[src/rtl/bbox_pkg.sv]
// Shared types and constants for the bounding-box resample stage.
//   state_e : resample FSM state encoding
//   coord_t : 11-bit pixel coordinate as delivered by the box finder
//   GW_*    : grayscale weights, gray = (GW_R*R + GW_G*G + GW_B*B) >> GW_SHIFT
//   BG      : background byte written for empty boxes
package bbox_pkg;

  typedef enum logic [3:0] {
    S_IDLE  = 4'd0,
    S_COORD = 4'd1,
    S_RD_R  = 4'd2,
    S_RD_G  = 4'd3,
    S_RD_B  = 4'd4,
    S_WAIT  = 4'd5,
    S_WR    = 4'd6,
    S_FILL  = 4'd7,
    S_DONE  = 4'd8
  } state_e;

  typedef logic [10:0] coord_t;

  localparam int unsigned GW_R     = 5;
  localparam int unsigned GW_G     = 9;
  localparam int unsigned GW_B     = 2;
  localparam int unsigned GW_SHIFT = 4;

  localparam logic [7:0] BG = 8'hFF;

endpackage

[src/rtl/bbox_resample_rgb_to_gray.sv]
// rgb_to_gray: combinational RGB -> 8-bit gray conversion.
//   r, g, b : input colour bytes
//   gray    : weighted luminance, or a binarized 00/FF value when the
//             BBOX_BINARIZE_EN macro is defined (threshold THRESH)
// The weights sum to 16, so the 12-bit sum shifted by 4 never exceeds 255.
module rgb_to_gray
  import bbox_pkg::*;
#(
  parameter logic [7:0] THRESH = 8'd250
) (
  input  logic [7:0] r,
  input  logic [7:0] g,
  input  logic [7:0] b,
  output logic [7:0] gray
);

`ifdef BBOX_BINARIZE_EN
  localparam bit BIN_EN = 1'b1;
`else
  localparam bit BIN_EN = 1'b0;
`endif

  logic [11:0] acc;
  logic [7:0]  lum;

  assign acc  = 12'(GW_R) * {4'h0, r} + 12'(GW_G) * {4'h0, g} + 12'(GW_B) * {4'h0, b};
  assign lum  = 8'(acc >> GW_SHIFT);
  assign gray = BIN_EN ? ((lum < THRESH) ? 8'h00 : BG) : lum;

endmodule

[src/rtl/bbox_resample.sv]
// bbox_resample: reads the RGB pixels inside a bounding box from image
// memory, converts them to gray and nearest-neighbour resamples the box into
// an OUT_W x OUT_H tile written to the classifier's tile buffer.
//   clk, rst_n      : clock, synchronous active-low reset
//   start / done    : handshake; start sampled in IDLE and DONE only
//   xMin..yMax      : inclusive box corners, latched (and clamped) at start
//   rdaddr / rddata : byte-addressed image read, data one cycle after address
//   wraddr / wrdata / wren : tile write port, one strobe per tile pixel
// Optional build macro: BBOX_BINARIZE_EN (tile holds 00/FF instead of gray).
//
// state  | meaning
// -------+------------------------------------------------------------
// IDLE   | waiting for start
// COORD  | register source coordinate (sx, sy) for tile pixel (ox, oy)
// RD_R   | present R address
// RD_G   | present G address, capture R
// RD_B   | present B address, capture G
// WAIT   | B arrives, gray computed and registered for the write
// WR     | tile write strobe, then advance (ox, oy)
// FILL   | empty box: write background, one pixel per cycle
// DONE   | tile complete, done held until next start
module bbox_resample
  import bbox_pkg::*;
#(
  parameter int         WIDTH      = 100,
  parameter int         HEIGHT     = 100,
  parameter int         LOG2_OUT_W = 4,
  parameter int         LOG2_OUT_H = 4,
  parameter logic [7:0] THRESH     = 8'd250
) (
  input  logic                             clk,
  input  logic                             rst_n,
  input  logic                             start,
  output logic                             done,
  input  logic [10:0]                      xMin,
  input  logic [10:0]                      xMax,
  input  logic [10:0]                      yMin,
  input  logic [10:0]                      yMax,
  output logic [31:0]                      rdaddr,
  input  logic [15:0]                      rddata,
  output logic [LOG2_OUT_W+LOG2_OUT_H-1:0] wraddr,
  output logic [7:0]                       wrdata,
  output logic                             wren
);

  localparam int          AW        = LOG2_OUT_W + LOG2_OUT_H;
  localparam int          PXW       = LOG2_OUT_W + 12;
  localparam int          PYW       = LOG2_OUT_H + 12;
  localparam coord_t      X_LAST    = coord_t'(WIDTH - 1);
  localparam coord_t      Y_LAST    = coord_t'(HEIGHT - 1);
  localparam logic [31:0] ROW_PITCH = 32'(3 * WIDTH);

  state_e                  state_q, state_d;
  coord_t                  xmin_q, xmin_d, xmax_q, xmax_d;
  coord_t                  ymin_q, ymin_d, ymax_q, ymax_d;
  coord_t                  sx_q, sx_d, sy_q, sy_d;
  logic [LOG2_OUT_W-1:0]   ox_q, ox_d;
  logic [LOG2_OUT_H-1:0]   oy_q, oy_d;
  logic [7:0]              r_q, r_d, g_q, g_d;
  logic [31:0]             rdaddr_q;
  logic [AW-1:0]           wraddr_q, wraddr_d;
  logic [7:0]              wrdata_q, wrdata_d;
  logic                    wren_q, wren_d;
  logic                    done_q, done_d;

  coord_t                  xmax_clamp, ymax_clamp;
  logic                    box_empty;
  logic [11:0]             bw, bh;
  logic [PXW-1:0]          x_prod, x_off;
  logic [PYW-1:0]          y_prod, y_off;
  coord_t                  sx_next, sy_next;
  logic [31:0]             pix_addr;
  logic [AW-1:0]           pix_idx, pix_next;
  logic                    last_px;
  logic [7:0]              gray;

  assign xmax_clamp = (xMax > X_LAST) ? X_LAST : xMax;
  assign ymax_clamp = (yMax > Y_LAST) ? Y_LAST : yMax;
  // Also catches the box finder's no-ink result (xMin = W-1, xMax = 0).
  assign box_empty  = (xMin > xmax_clamp) || (yMin > ymax_clamp);

  assign bw      = {1'b0, xmax_q} - {1'b0, xmin_q} + 12'd1;
  assign bh      = {1'b0, ymax_q} - {1'b0, ymin_q} + 12'd1;
  assign x_prod  = PXW'(ox_q) * PXW'(bw);
  assign y_prod  = PYW'(oy_q) * PYW'(bh);
  assign x_off   = x_prod >> LOG2_OUT_W;
  assign y_off   = y_prod >> LOG2_OUT_H;
  // Offsets are always < bw / bh, so the 11-bit sums stay inside the box.
  assign sx_next = xmin_q + x_off[10:0];
  assign sy_next = ymin_q + y_off[10:0];

  assign pix_addr = 32'(sy_q) * ROW_PITCH + 32'(sx_q) * 32'd3;

  // {oy, ox} as one raster index: incrementing it wraps ox and carries into oy.
  assign pix_idx  = {oy_q, ox_q};
  assign pix_next = pix_idx + AW'(1);
  assign last_px  = &pix_idx;

  // B is taken straight off the read bus in WAIT and folded into wrdata.
  rgb_to_gray #(.THRESH(THRESH)) u_gray (
    .r    (r_q),
    .g    (g_q),
    .b    (rddata[7:0]),
    .gray (gray)
  );

  always_comb begin
    rdaddr = rdaddr_q;
    case (state_q)
      S_RD_R:  rdaddr = pix_addr;
      S_RD_G:  rdaddr = pix_addr + 32'd1;
      S_RD_B:  rdaddr = pix_addr + 32'd2;
      default: rdaddr = rdaddr_q;
    endcase
  end

  always_comb begin
    state_d  = state_q;
    xmin_d   = xmin_q;
    xmax_d   = xmax_q;
    ymin_d   = ymin_q;
    ymax_d   = ymax_q;
    sx_d     = sx_q;
    sy_d     = sy_q;
    ox_d     = ox_q;
    oy_d     = oy_q;
    r_d      = r_q;
    g_d      = g_q;
    wraddr_d = wraddr_q;
    wrdata_d = wrdata_q;
    wren_d   = 1'b0;
    case (state_q)
      S_IDLE, S_DONE: begin
        if (start) begin
          xmin_d = xMin;
          xmax_d = xmax_clamp;
          ymin_d = yMin;
          ymax_d = ymax_clamp;
          ox_d   = '0;
          oy_d   = '0;
          if (box_empty) begin
            state_d  = S_FILL;
            wren_d   = 1'b1;
            wraddr_d = '0;
            wrdata_d = BG;
          end else begin
            state_d = S_COORD;
          end
        end
      end
      S_COORD: begin
        sx_d    = sx_next;
        sy_d    = sy_next;
        state_d = S_RD_R;
      end
      S_RD_R: state_d = S_RD_G;
      S_RD_G: begin
        r_d     = rddata[7:0];
        state_d = S_RD_B;
      end
      S_RD_B: begin
        g_d     = rddata[7:0];
        state_d = S_WAIT;
      end
      S_WAIT: begin
        wren_d   = 1'b1;
        wraddr_d = pix_idx;
        wrdata_d = gray;
        state_d  = S_WR;
      end
      S_WR: begin
        if (last_px) begin
          state_d = S_DONE;
        end else begin
          {oy_d, ox_d} = pix_next;
          state_d      = S_COORD;
        end
      end
      S_FILL: begin
        if (last_px) begin
          state_d = S_DONE;
        end else begin
          {oy_d, ox_d} = pix_next;
          wren_d       = 1'b1;
          wraddr_d     = pix_next;
          wrdata_d     = BG;
        end
      end
      default: state_d = S_IDLE;
    endcase
    done_d = (state_d == S_DONE);
  end

  always_ff @(posedge clk) begin
    if (!rst_n) begin
      state_q  <= S_IDLE;
      xmin_q   <= '0;
      xmax_q   <= '0;
      ymin_q   <= '0;
      ymax_q   <= '0;
      sx_q     <= '0;
      sy_q     <= '0;
      ox_q     <= '0;
      oy_q     <= '0;
      r_q      <= '0;
      g_q      <= '0;
      rdaddr_q <= '0;
      wraddr_q <= '0;
      wrdata_q <= '0;
      wren_q   <= 1'b0;
      done_q   <= 1'b0;
    end else begin
      state_q  <= state_d;
      xmin_q   <= xmin_d;
      xmax_q   <= xmax_d;
      ymin_q   <= ymin_d;
      ymax_q   <= ymax_d;
      sx_q     <= sx_d;
      sy_q     <= sy_d;
      ox_q     <= ox_d;
      oy_q     <= oy_d;
      r_q      <= r_d;
      g_q      <= g_d;
      rdaddr_q <= rdaddr;
      wraddr_q <= wraddr_d;
      wrdata_q <= wrdata_d;
      wren_q   <= wren_d;
      done_q   <= done_d;
    end
  end

  assign done   = done_q;
  assign wraddr = wraddr_q;
  assign wrdata = wrdata_q;
  assign wren   = wren_q;

endmodule

[config.mk]
export PLATFORM = sky130hd
export DESIGN_NAME = bbox_resample
export DESIGN_NICKNAME = d
export VERILOG_FILES = /design/src/rtl/bbox_pkg.sv /design/src/rtl/bbox_resample_rgb_to_gray.sv /design/src/rtl/bbox_resample.sv
export SDC_FILE = /design/constraint.sdc
export NUM_CORES = 1
export LEC_CHECK = 0
export CORE_MARGIN = 2
export CORE_UTILIZATION = 50
export DETAILED_ROUTE_END_ITERATION = 10
export PLACE_DENSITY = 0.71
export REMOVE_ABC_BUFFERS = 1
export SLEW_MARGIN = 20
export SYNTH_ARGS = -nofsm -noshare
export SYNTH_HDL_FRONTEND = slang
export SYNTH_HIERARCHICAL = 1
export SYNTH_SLANG_ARGS = --single-unit
[constraint.sdc]
create_clock -name clk -period 6.8 [get_ports clk]
set_input_delay 1.36 -clock clk [delete_from_list [all_inputs] [get_ports clk]]
set_output_delay 1.36 -clock clk [all_outputs]
set_load 0.02 [all_outputs]
# [Word-level counts from Yosys, hierarchy flattened]
# Index checks and enable logic that the tools add are counted.
[totals] elab_cells=86 ff_bits=144 in_bits=63 output_inout_bits=50
[classes] n_mul=6 muxes=25 n_eq_ne=13 n_addsub=12 order_cmp=4 reduce_logical=10
[op_table] op="$pmux W32 S3" n=1
[op_table] op="$mux W8" n=6
[op_table] op="$pmux W8 S3" n=2
[op_table] op="$pmux W4 S8" n=1
[op_table] op="$mul A4 B12 Y15" n=2
[op_table] op="$add A12 B1 Y12 const B" n=2
[op_table] op="$mux W4" n=6
[op_table] op="$sub A11 B11 Y12" n=2
[op_table] op="$add A11 B11 Y11" n=2
[op_table] op="$add A21 B1 Y22 const B" n=1
[op_table] op="$add A21 B2 Y22 const B" n=1
[op_table] op="$gt A11 B11 Y1" n=2
[op_table] op="$gt A11 B7 Y1 const B" n=2
[op_table] op="$mux W11" n=2
[op_table] op="$add A20 B13 Y21" n=1
[op_table] op="$mul A11 B7 Y18 const B" n=1
[op_table] op="$eq A4 B3 Y1 const B" n=4
[op_table] op="$pmux W4 S2" n=2
[op_table] op="$mul A11 B2 Y13 const B" n=1
[op_table] op="$add A11 B12 Y12" n=1
[op_table] op="$add A12 B9 Y12" n=1
[op_table] op="$mul A4 B8 Y12 const A" n=1
[op_table] op="$mul A3 B8 Y11 const A" n=1
[op_table] op="$add A8 B1 Y8 const B" n=1
[op_table] op="other kinds (16)" n=24

# [Depth between registers and ports, before layout]
# Gate-level depths: netlist of the first run.
[logic_depth] ltp_word=8 depth_mapped=29 depth_no_buf=29

# [By module]
# The synthesis of the first run kept the hierarchy.
[modules_own_cells] mod="bbox_resample" area_each_um2=13497.9 seq_area_each_um2=2882.8 n_inst=1 cells_each=1674
[modules_own_cells] mod="rgb_to_gray" area_each_um2=1203.7 seq_area_each_um2=0.0 n_inst=1 cells_each=135

# [Worst setup path before layout of the first run]
# OpenSTA, ideal clock, no wires.
[synth_timing] path_type="flip-flop to output port" start="reg sy_q[4]" end="out rdaddr[19]" slack_ns=-0.551 t_required_ns=5.440 n_path_buf=0 path_stages_with_launch=24 arrival_time_ns=5.991 path_cell_list="dfxtp_1 ha_1 ha_1 inv_1 fa_1 fa_1 inv_1 ha_1 nand2_1 a211oi_1 nor2_1 xnor2_1 fa_1 ha_1 nand3_1 a2bb2oi_1 nor2b_1 a31oi_2 nand3_1 or4_1 nor2_1 xnor2_1 o22ai_1 nor3_1"
[synth_between] elab_chain_cells=4 elab_cells_between_ends=5 cone_classes="add/sub: 3; mul: 1; mux: 1"
[synth_rtl] element="start, declared" line_no="bbox_resample.sv:56" text="coord_t sx_q, sx_d, sy_q, sy_d;"
[synth_rtl] element="start signal, assigned" line_no="bbox_resample.sv:219" text="sy_q <= sy_d;"
[synth_rtl] element="$mul A11 B7 Y18 (*)" line_no="bbox_resample.sv:92" text="assign pix_addr = 32'(sy_q) * ROW_PITCH + 32'(sx_q) * 32'd3;"
[synth_rtl] element="$add A20 B13 Y21 (*)" line_no="bbox_resample.sv:92"
[synth_rtl] element="$add A21 B2 Y22 or $add A21 B1 Y22 (tied branches)" line_no="bbox_resample.sv:112, bbox_resample.sv:111"
[synth_rtl] element="$pmux W32 S3 (*)" line_no="bbox_resample.sv:109" text="case (state_q)"
[synth_rtl] element="end, declared" line_no="bbox_resample.sv:39" text="output logic [31:0] rdaddr,"
# Every way passes the cells marked *; elsewhere a longest branch is shown, timed or not.

# [Worst setup path in the final report of the first run]
[layout_timing] start="reg sy_q[6]" end="out rdaddr[19]"
# The elaborated chain is that of the path after synthesis.

==> implementation parameters, run 1 <==
Parameter                              Value

Status
  Status    finished, violations left
  Violated checks    negative setup slack

Global routing
  First-pass GRT wire length    60.4 mm
  Initial antenna violation count    0
  GRT met3 Usage    3.38%
  Total congestion overflow after global routing    0
  Total routing usage reported by global routing    23.7%
  Via count of the first global-routing pass    13000
  Highest-utilization routing layer at the global route stage    met2
  Global routing met1 resource utilization    30.3%
  Met2 demand-to-capacity share in global routing    41.1%
  Maximum number of pins on one net before global-route repair    64

Clock network
  Number of buffers between clock root and the deepest sink    2
  Sinks on Clock Net    144
  Clock tree from TritonCTS    yes
  Clock latency on the worst-skew pair    440 ps
  Clock-pin slew on the worst setup and hold paths    60 ps
  TritonCTS buffer count    17
  Clock root buffer    clkbuf_16
  Number of levels the H-tree was split into    4

Logic synthesis
  Share of the synthesized area in the top cell type    19.6%
  Top post-synthesis cells by area    dfxtp_1 (20%), ha_1 (18%), fa_1 (11%)
  Post-synthesis sequential area ratio    19.6%
  Compound-gate portion of the synthesized area    17.2%
  Netlist area before placement    14700 µm²
  Dominant synthesized flop cell    dfxtp_1
  Post-synthesis async set-or-reset flop share    0%
  Cell taking the most area after synthesis    dfxtp_1
  Yosys reg bits    144
  Post-Synth Adder-Cell Area    29.0%
  Xor-xnor portion of the synthesized cell area    5.60%
  Syn Inst Count    1809
  Mux share of post-synthesis cell area    0.630%
  EDFF count, synth    0
  Count of warnings emitted by yosys    6
  Mean instance size in the synthesized netlist    8.13 µm²
  Simple logic cell fraction of the synthesized area    21.3%
  Combinational family with the most area after synthesis    adder cells
  Number of library cell types mapped by synthesis    94

Final layout
  Post-route core utilization    63.2%
  Commonest non-fill, non-tap cell in the layout    nand2_1
  Post-layout net count    2347
  Share of layout cells above drive strength 1    15.2%
  Ant. Diodes    0
  Most frequent cells in the layout    nand2_1 (259), ha_1 (191), inv_1 (190)
  Synth-to-Final Area Change    24.0%

Critical path
  Type of destination of the critical path    output pin
  Critical Path Start Type    flip-flop
  Crit Path Category    reg -> out
  Endpoint of the lowest-slack register-to-register path    sy_q[10]
  R2R depth    28
  Reg2Reg Setup Slack    380 ps
  Arrival time at the worst endpoint    5850 ps
  Worst r2r src    ymax_q[1]
  Maximum fanout along the worst path    5
  Required time worst endpoint    5440 ps

Power and ir drop
  Max VDD drop    0.238 mV
  Leak    8.40 nW
  Power density normalized to cell area    298 nW/µm²

Placed design
  Final HPWL DP    28.3 mm
  Worst setup timing slack at the placement stage    -855 ps
  Port bufs    104
  Final weighted congestion of routability-driven global placement    0.885

Detailed routing
  DR vias    13100
  Post-route DRC    0
  Average vias per placed instance    5.49
  Final wirelength    36.4 mm
  Count of TritonRoute iterations in the first routing pass    4
  Remaining antenna violation count after routing    0
  Routed len/inst    15.2 µm
  Violation count after the first detailed-route iteration    619

STA
  Unrepaired setup endpoints after global routing    yes
  Max-slew headroom at the worst pin    32.4%
  Worst slew pin tran    1010 ps
  Highest attainable clock frequency    0.139 GHz
  Post-Route Skew    10.4 ps
  Total count of max-transition violations in the final report    0
  Hold violation count in the final report    0
  Tcrit/Tclk final    106%
  Final period demand of the worst path    7210 ps
  Setup WS post-layout    -414 ps
  Setup violations, final    9

Floorplanning
  Number of rows created at floorplan    62
  Die ar.    30800 µm²
  Height of the die    175 µm
  Initial cell density of the core    50.9%
  Floorplan Core Area    28900 µm²
  Number of top-level design ports    113
  Width of the die    175 µm

Run
  Max-Cap Viols    0

Min path
  Beginning of the worst hold path    sx_q[3]
  Cell count of the worst hold path    2
  HP Class    reg -> reg
  WHS Endpoint    sx_q[3]
## cell usage after synthesis, types with 6 or more instances
cell	count
nand2_1	262
ha_1	206
inv_1	192
dfxtp_1	144
a21oi_1	136
nor2_1	121
fa_1	84
xnor2_1	74
and2_1	63
clkbuf_1	61
o21ai_0	47
nand3_1	36
and3_1	30
nor3_1	23
a211oi_1	22
nor2b_1	21
o21a_1	20
a21o_1	19
nand2b_1	17
nand4_1	13
or4_1	12
a31oi_1	11
nor3b_1	11
o21bai_1	11
xor2_1	11
a211o_1	8
o221a_2	8
mux2i_1	7
nor4_1	7
o21ai_1	6
or3_1	6
## cells by family after synthesis
family | after synthesis
xor+xnor | 89
other cells | 1
fa+ha+maj | 290
compound gates | 370
buf+inv | 260
flops | 144
mux | 9
simple gates | 646
## what timing repair did
| item | in CTS | in global routing |
|---|---|---|
| pin swaps | 42 | 32 |
| gates resized for setup | 115 | 76 |
| setup buffers | 11 | 9 |
| hold buffers | 0 | 0 |
| setup endpoints to repair | 12 | 16 |
## metrics by stage
stage               std cells  area, µm²  power (mW)  hold WS (ps)  setup TNS [ps]
floorplan                1749      14500        3.06           432           -2390
global placement         2342      16800        4.05           444           -5400
detailed placement       2342      16800        4.11           448           -6570
CTS                      2383      17800        5.22           454           -3200
global route             2390      18200        5.86           479           -5200
finish                   2390      18200        5.44           456           -3010
## final cells by class
class                      instances  area, µm²
multi-input combinational       1412      11500
fill                            2470      10600
sequential                       144       2890
timing repair buffer             226       1980
inverter                         193        724
tap                              384        480
clock buffer                      19        433
clock inverter                    12        185
## per-layer routing
metal  vias to the layer above  wire length [µm]
met1                      6226             16300
met4                         0               924
met2                       268             17500
met3                        55              1590
li1                       6563                 -
met5                         -                 0
## critical path: stages, from the launching register on
cell	delay, ps
dfxtp_2	340
ha_4	240
ha_4	260
inv_2	30
fa_1	450
fa_1	510
inv_2	50
ha_4	220
buf_6	130
a21o_1	190
nor2_2	120
xnor2_2	130
fa_2	470
ha_4	290
nand3_2	60
a2bb2oi_2	140
nor2b_4	140
a31oi_4	200
buf_6	140
nor2_1	30
or4_1	390
o211ai_1	230
nand2_1	150
and3_4	190
nor3_4	180
buf_6	140
## state kept, by name (all words and copies together) (netlist names)
signal	cells
ox_q	4
done	1
sy_q	11
wraddr	8
sx_q	11
ymax_q	11
wren	1
xmin_q	11
wrdata	8
state_q	4
xmax_q	11
r_q	8
ymin_q	11
rdaddr_q	32
g_q	8
oy_q	4
## power by group
group	leakage (nW)	internal, mW	total [mW]	switching (mW)
Sequential	1.17	0.993	1.13	0.139
Combinational	6.95	1.45	3.32	1.87
Clock	0.286	0.614	0.993	0.379
## worst max-delay path by stage
stage               cells past startpoint  slack (ps)    endpoint     from
floorplan                              23        -550  rdaddr[19]  sy_q[4]
global placement                       24        -710  rdaddr[15]  sy_q[4]
detailed placement                     24        -850  rdaddr[15]  sy_q[4]
CTS                                    25        -450  rdaddr[19]  sy_q[6]
global route                           25        -660  rdaddr[19]  sy_q[6]
finish                                 25        -410  rdaddr[19]  sy_q[6]
Note: power is estimated with default switching activity, not from simulation.
==> run 2, diff against run 1 <==
DONT_BUFFER_PORTS = 1   (was unset)
PLACE_DENSITY = 0.66   (was 0.71)
==> run 2 against run 1 <==
Effect of this change:
- the run still ends with negative setup slack left
- core utilization fell by 4.9 points
- via count fell by 3.4%
- first-iteration DRC count is 14% higher
- non-clock buffer count fell by 125
- die area did not move
- cell area down 7.8%
==> implementation parameters, run 2 (same netlist as run 1, synthesis figures left out) <==
Parameter                              Value

Final layout
  Number of inserted filler cells in the final layout    2592 (+4.9%)
  Post-layout instance count excluding filler cells    2266 (-5.2%)
  Post-layout net count    2222 (-5.3%)
  Share of layout cells above drive strength 1    13.8% (-1.4 points)
  Most flops, register    rdaddr_q
  Number of flip-flops under the largest register name    32 (unchanged)
  Commonest non-fill, non-tap cell in the layout    nand2_1
  Ant. Diodes    0 (unchanged)
  Synth-to-Final Area Change    14.4%
  Most frequent cells in the layout    nand2_1 (256), ha_1 (193), inv_1 (189)

Critical path
  Reg2Reg Setup Slack    310 ps (-70 ps)
  Endpoint of the lowest-slack register-to-register path    sy_q[10]
  Worst r2r src    ymin_q[0]
  Maximum fanout along the worst path    3 (-2)
  Critical-path top delay cell    or4_4
  Crit Path Category    reg -> out
  Arrival time at the worst endpoint    5920 ps (+70 ps)
  Biggest cell delay along the critical path    520 ps (about the same)
  Endpoint of the most critical setup path    rdaddr[19]
  Type of destination of the critical path    output pin
  Buf+Inv Stages, Crit Path    3 (-2)
  Kind of cell adding the most delay to the critical path    adder cells
  Depth of the critical timing path with buffers and inverters included    24 (-4.0%)
  Startpoint of the most critical setup path    sy_q[4]
  Cells along the critical path    ha_4, ha_4, inv_2, fa_1, fa_1, inv_2, ha_4, nand2_4, a211oi_4, nor2_2, xnor2_2, fa_2, ha_4, nand3_2, a2bb2oi_2, nor2b_4, a31oi_4, nand3_2, or4_4, nor2_2, xnor2_2, o22ai_2, nor3_4, buf_6
  Required time worst endpoint    5440 ps (about the same)
  Critical Path Start Type    flip-flop
  Most prevalent standard cell on the critical path    ha_4
  R2R depth    25 (-11%)

Power and ir drop
  Max VDD drop    0.233 mV (-2.1%)
  Power density normalized to cell area    298 nW/µm² (about the same)
  Leak    7.79 nW (-7.3%)

Floorplanning
  Width of the die    175 µm (unchanged)
  Floorplan Core Area    28900 µm² (unchanged)
  Height of the die    175 µm (unchanged)
  Initial cell density of the core    50.9% (unchanged)
  Die ar.    30800 µm² (unchanged)
  Number of top-level design ports    113 (unchanged)
  Number of rows created at floorplan    62 (unchanged)

Detailed routing
  DR vias    12700 (-3.4%)
  Count of TritonRoute iterations in the first routing pass    5 (+1)
  Final wirelength    35.3 mm (-3.0%)
  Post-route DRC    0 (unchanged)
  Average vias per placed instance    5.59 (+1.9%)
  Routed len/inst    15.6 µm (+2.4%)
  Violation count after the first detailed-route iteration    707 (+14%)
  Remaining antenna violation count after routing    0 (unchanged)

STA
  Post-Route Skew    14.1 ps (+3.67 ps)
  Tcrit/Tclk final    107% (+0.98 points)
  Final period demand of the worst path    7280 ps (+66.3 ps)
  Unrepaired setup endpoints after global routing    yes
  Highest attainable clock frequency    0.137 GHz (-0.91%)
  Total count of max-transition violations in the final report    0 (unchanged)
  Setup WS post-layout    -480 ps (-66.3 ps)
  Hold violation count in the final report    0 (unchanged)
  Worst slew pin tran    999 ps (-15.4 ps)
  Setup TNS    -3460 ps (-448 ps)
  Max-slew headroom at the worst pin    33.4% (+1.0 points)
  Setup violations, final    9 (unchanged)

Global routing
  Total congestion overflow after global routing    0 (unchanged)
  Via count of the first global-routing pass    12400 (-4.4%)
  Initial antenna violation count    0 (unchanged)
  First-pass GRT wire length    58.7 mm (-2.8%)
  Total routing usage reported by global routing    23.1% (-0.63 points)
  Maximum number of pins on one net before global-route repair    64 (unchanged)

Status
  Status    finished, violations left
  Violated checks    negative setup slack

Placed design
  Number of placed instances, taps included    2215 (-5.4%)
  Port bufs    0 (-100%)
  Final HPWL DP    27.7 mm (-2.4%)
  Final weighted congestion of routability-driven global placement    0.923 (+4.2%)

Clock network
  Clock-pin slew on the worst setup and hold paths    60 ps (about the same)
  Sinks on Clock Net    144 (unchanged)
  Number of levels the H-tree was split into    4 (unchanged)
  Clock tree from TritonCTS    yes
  Clock root buffer    clkbuf_16
  Clock latency on the worst-skew pair    440 ps (about the same)
  TritonCTS buffer count    17 (unchanged)
  Number of buffers between clock root and the deepest sink    2 (unchanged)

Min path
  HP Class    reg -> reg

Run
  Max-Cap Viols    0 (unchanged)
-- run 2: cell count changes in the layout (fill, tap and decap cells not counted), sizes merged --
cell | before | now
clkinv | 2 | 1
buf | 132 | 101
dlymetal6s2s | 2 | 0
bufinv | 4 | 0
clkbuf | 21 | 17
clkdlybuf4s50 | 89 | 0
clkinvlp | 4 | 3
inv | 195 | 204
clkdlybuf4s15 | 1 | 0
-- run 2: layout make-up --
class / count / area, µm² / area share [%]
sequential: 144 / 2890 / 17.2
multi-input combinational: 1412 / 11400 / 67.7
timing repair buffer: 101 / 781 / 4.64
inverter: 193 / 724 / 4.31
clock buffer: 17 / 425 / 2.53
clock inverter: 15 / 140 / 0.833
tap: 384 / 480 / 2.86
-- run 2: what timing repair did --
| action | in CTS | in global routing |
|---|---|---|
| gates resized for setup | 63 | 37 |
| hold buffers | 0 | 0 |
| endpoints found under the setup margin | 9 | 12 |
| pin swaps | 35 | 25 |
| setup buffers | 13 | 6 |
-- run 2: worst min-delay path by stage --
stage               startpoint  endpoint  slack [ps]  cells after the start
floorplan              sx_q[3]   sx_q[3]         430                      2
global placement       sx_q[3]   sx_q[3]         440                      2
detailed placement     sx_q[4]   sx_q[4]         450                      2
CTS                    sx_q[4]   sx_q[4]         460                      2
global route           sx_q[4]   sx_q[4]         470                      2
finish                 sx_q[4]   sx_q[4]         460                      2
-- run 2: worst min-delay path, stage by stage (launching register included) --
cell and delay, ps:
dfxtp_1 310, nand2_1 50, a21oi_1 50
-- run 2: through the flow --
step / setup slack [ps] / instance area (µm²) / util, % / power [mW] / hold WS (ps)
6_report: -480 / 16800 / 58.3 / 5.01 / 455
5_1_grt: -723 / 16800 / 58.3 / 5.41 / 474
4_1_cts: -428 / 16600 / 57.4 / 4.91 / 455
3_5_place_dp: -359 / 15600 / 54.0 / 3.83 / 448
3_3_place_gp: -278 / 15600 / 54.0 / 3.80 / 445
2_1_floorplan: -552 / 14500 / - / 3.06 / 432
-- run 2: metal layers --
layer	vias up	global-route usage [%]	part of all wire [%]	routed length, µm
met5	-	0	0	0
met4	0	5.96	2.0	697
met3	41	3.77	4.7	1680
met2	274	39.3	47	16500
met1	6061	30.5	46	16400
li1	6295	-	-	-
-- run 2: report_power, final --
part / switching [mW] / internal, mW / leakage (nW)
clock network: 0.430 / 0.486 / 0.271
logic: 1.74 / 1.20 / 6.34
registers: 0.174 / 0.993 / 1.17
==> run 3, diff against run 2 <==
CAP_MARGIN = 20   (was unset)
SKIP_CTS_REPAIR_TIMING = 1   (was unset)
==> run 3 against run 2 <==
Effect of this change:
- the flow still finishes with violations (negative setup slack)
- count of clock-buffer cells in the layout unchanged
- via count shrank 1.1%
- critical endpoint unchanged
- fmax fell by 0.79%
==> implementation parameters, run 3 (same netlist as run 1, synthesis figures left out) <==
Parameter                              Value

Final layout
  Number of flip-flops under the largest register name    32 (unchanged)
  Commonest non-fill, non-tap cell in the layout    nand2_1
  Share of layout cells above drive strength 1    13.0% (-0.81 points)
  Post-layout instance count excluding filler cells    2253 (-0.57%)
  Most flops, register    rdaddr_q
  Post-layout net count    2209 (-0.59%)
  Ant. Diodes    0 (unchanged)
  Most frequent cells in the layout    nand2_1 (257), ha_1 (196), inv_1 (189)
  Synth-to-Final Area Change    13.4%

Floorplanning
  Floorplan Core Area    28900 µm² (unchanged)
  Height of the die    175 µm (unchanged)
  Die ar.    30800 µm² (unchanged)
  Initial cell density of the core    50.9% (unchanged)
  Width of the die    175 µm (unchanged)
  Number of top-level design ports    113 (unchanged)
  Number of rows created at floorplan    62 (unchanged)

Clock network
  Number of buffers between clock root and the deepest sink    2 (unchanged)
  TritonCTS buffer count    17 (unchanged)
  Sinks on Clock Net    144 (unchanged)
  Clock latency on the worst-skew pair    440 ps (about the same)
  Clock-pin slew on the worst setup and hold paths    60 ps (about the same)
  Clock tree from TritonCTS    yes
  Clock root buffer    clkbuf_16
  Number of levels the H-tree was split into    4 (unchanged)

Global routing
  Maximum number of pins on one net before global-route repair    64 (unchanged)
  Via count of the first global-routing pass    12200 (-1.9%)
  First-pass GRT wire length    57.3 mm (-2.4%)
  Initial antenna violation count    0 (unchanged)
  Highest-utilization routing layer at the global route stage    met2
  Global routing met1 resource utilization    30.0% (-0.44 points)
  Total congestion overflow after global routing    0 (unchanged)
  Met2 demand-to-capacity share in global routing    37.7% (-1.6 points)
  GRT met3 Usage    3.79% (+0.022 points)
  Total routing usage reported by global routing    22.5% (-0.54 points)

Critical path
  Arrival time at the worst endpoint    5980 ps (+60 ps)
  Kind of cell adding the most delay to the critical path    adder cells
  Buf+Inv Stages, Crit Path    4 (+1)
  Depth of the critical timing path with buffers and inverters included    25 (+4.2%)
  Biggest cell delay along the critical path    510 ps (about the same)
  Type of destination of the critical path    output pin
  Critical Path Start Type    flip-flop
  Endpoint of the most critical setup path    rdaddr[19]
  R2R depth    25 (unchanged)
  Required time worst endpoint    5440 ps (about the same)
  Most prevalent standard cell on the critical path    ha_4
  Reg2Reg Setup Slack    310 ps (about the same)
  Endpoint of the lowest-slack register-to-register path    sy_q[10]
  Critical-path top delay cell    fa_1
  Maximum fanout along the worst path    3 (unchanged)
  Startpoint of the most critical setup path    sy_q[6]
  Crit Path Category    reg -> out
  Worst r2r src    ymin_q[0]

Detailed routing
  Average vias per placed instance    5.56 (-0.57%)
  Violation count after the first detailed-route iteration    685 (-3.1%)
  Count of TritonRoute iterations in the first routing pass    6 (+1)
  Routed len/inst    15.5 µm (-0.61%)
  Post-route DRC    0 (unchanged)
  Remaining antenna violation count after routing    0 (unchanged)
  Final wirelength    34.9 mm (-1.2%)
  DR vias    12500 (-1.1%)

Status
  Violated checks    negative setup slack
  Status    finished, violations left

STA
  Tcrit/Tclk final    108% (+0.85 points)
  Highest attainable clock frequency    0.136 GHz (-0.79%)
  Setup violations, final    9 (unchanged)
  Final period demand of the worst path    7340 ps (+57.8 ps)
  Worst slew pin tran    1010 ps (+6.08 ps)
  Max-slew headroom at the worst pin    33.0% (-0.41 points)
  Hold violation count in the final report    0 (unchanged)
  Total count of max-transition violations in the final report    0 (unchanged)
  Post-Route Skew    14.2 ps (+0.176 ps)
  Setup WS post-layout    -538 ps (-57.8 ps)
  Unrepaired setup endpoints after global routing    yes

Power and ir drop
  Max VDD drop    0.224 mV (-4.0%)
  Power, Total    4.94 mW (-1.4%)
  Leak    7.74 nW (-0.65%)
  Power density normalized to cell area    297 nW/µm² (-0.49%)

Placed design
  Port bufs    0 (unchanged)
  Final weighted congestion of routability-driven global placement    0.923 (unchanged)
  Number of placed instances, taps included    2215 (unchanged)
  Worst setup timing slack at the placement stage    -359 ps (unchanged)
  Final HPWL DP    27.7 mm (unchanged)

Min path
  HP Class    reg -> reg

Run
  Max-Cap Viols    0 (unchanged)
[run 3: how the worst min path moves through the flow]
stage / startpoint / to / slack [ps] / cells past startpoint
CTS: sx_q[4] / sx_q[4] / 460 / 2
finish: sx_q[4] / sx_q[4] / 460 / 2
global placement: sx_q[3] / sx_q[3] / 440 / 2
global route: sx_q[4] / sx_q[4] / 470 / 2
floorplan: sx_q[3] / sx_q[3] / 430 / 2
detailed placement: sx_q[4] / sx_q[4] / 450 / 2
[run 3: report_power, final]
| group | switching [mW] | internal (mW) | total [mW] |
|---|---|---|---|
| combinational | 1.71 | 1.15 | 2.86 |
| clock | 0.431 | 0.486 | 0.917 |
| sequential | 0.173 | 0.993 | 1.17 |
| total | 2.31 | 2.63 | 4.94 |
[run 3: area by class of cell]
| type | instances | area, µm² |
|---|---|---|
| fillers | 2615 | 12200 |
| well taps | 384 | 480 |
| clock buffers | 17 | 425 |
| flip-flops and latches | 144 | 2890 |
| inverters | 193 | 724 |
| clock inverters | 15 | 140 |
| repair buffers | 88 | 676 |
| multi-input cells | 1412 | 11300 |
[run 3: metrics by stage]
step                      hold slack (ps)  TNS (ps)  utilization (%)  instance area (µm²)
after global placement                445     -1490             54.0                15600
after floorplan                       432     -2390                -                14500
after global routing                  473     -5240             57.7                16700
after detailed placement              448     -2010             54.0                15600
after CTS                             455     -6310             55.9                16100
final                                 455     -3380             57.7                16700
[run 3: per-layer routing]
layer | up-vias | wire, µm
met1 | 5923 | 16400
met5 | - | 0
li1 | 6281 | -
met2 | 272 | 16100
met4 | 0 | 720
met3 | 51 | 1720
[run 3: worst reg2reg max path, delay by kind of cell, from the launching register on]
kind / cells / cell delay (ps)
adder cells (fa/ha/maj): 7 / 2520
AO/OA/AOI/OAI: 9 / 1950
AND/OR/NAND/NOR: 5 / 880
XOR/XNOR: 2 / 520
flip-flops: 1 / 400
buffers and inverters: 2 / 130
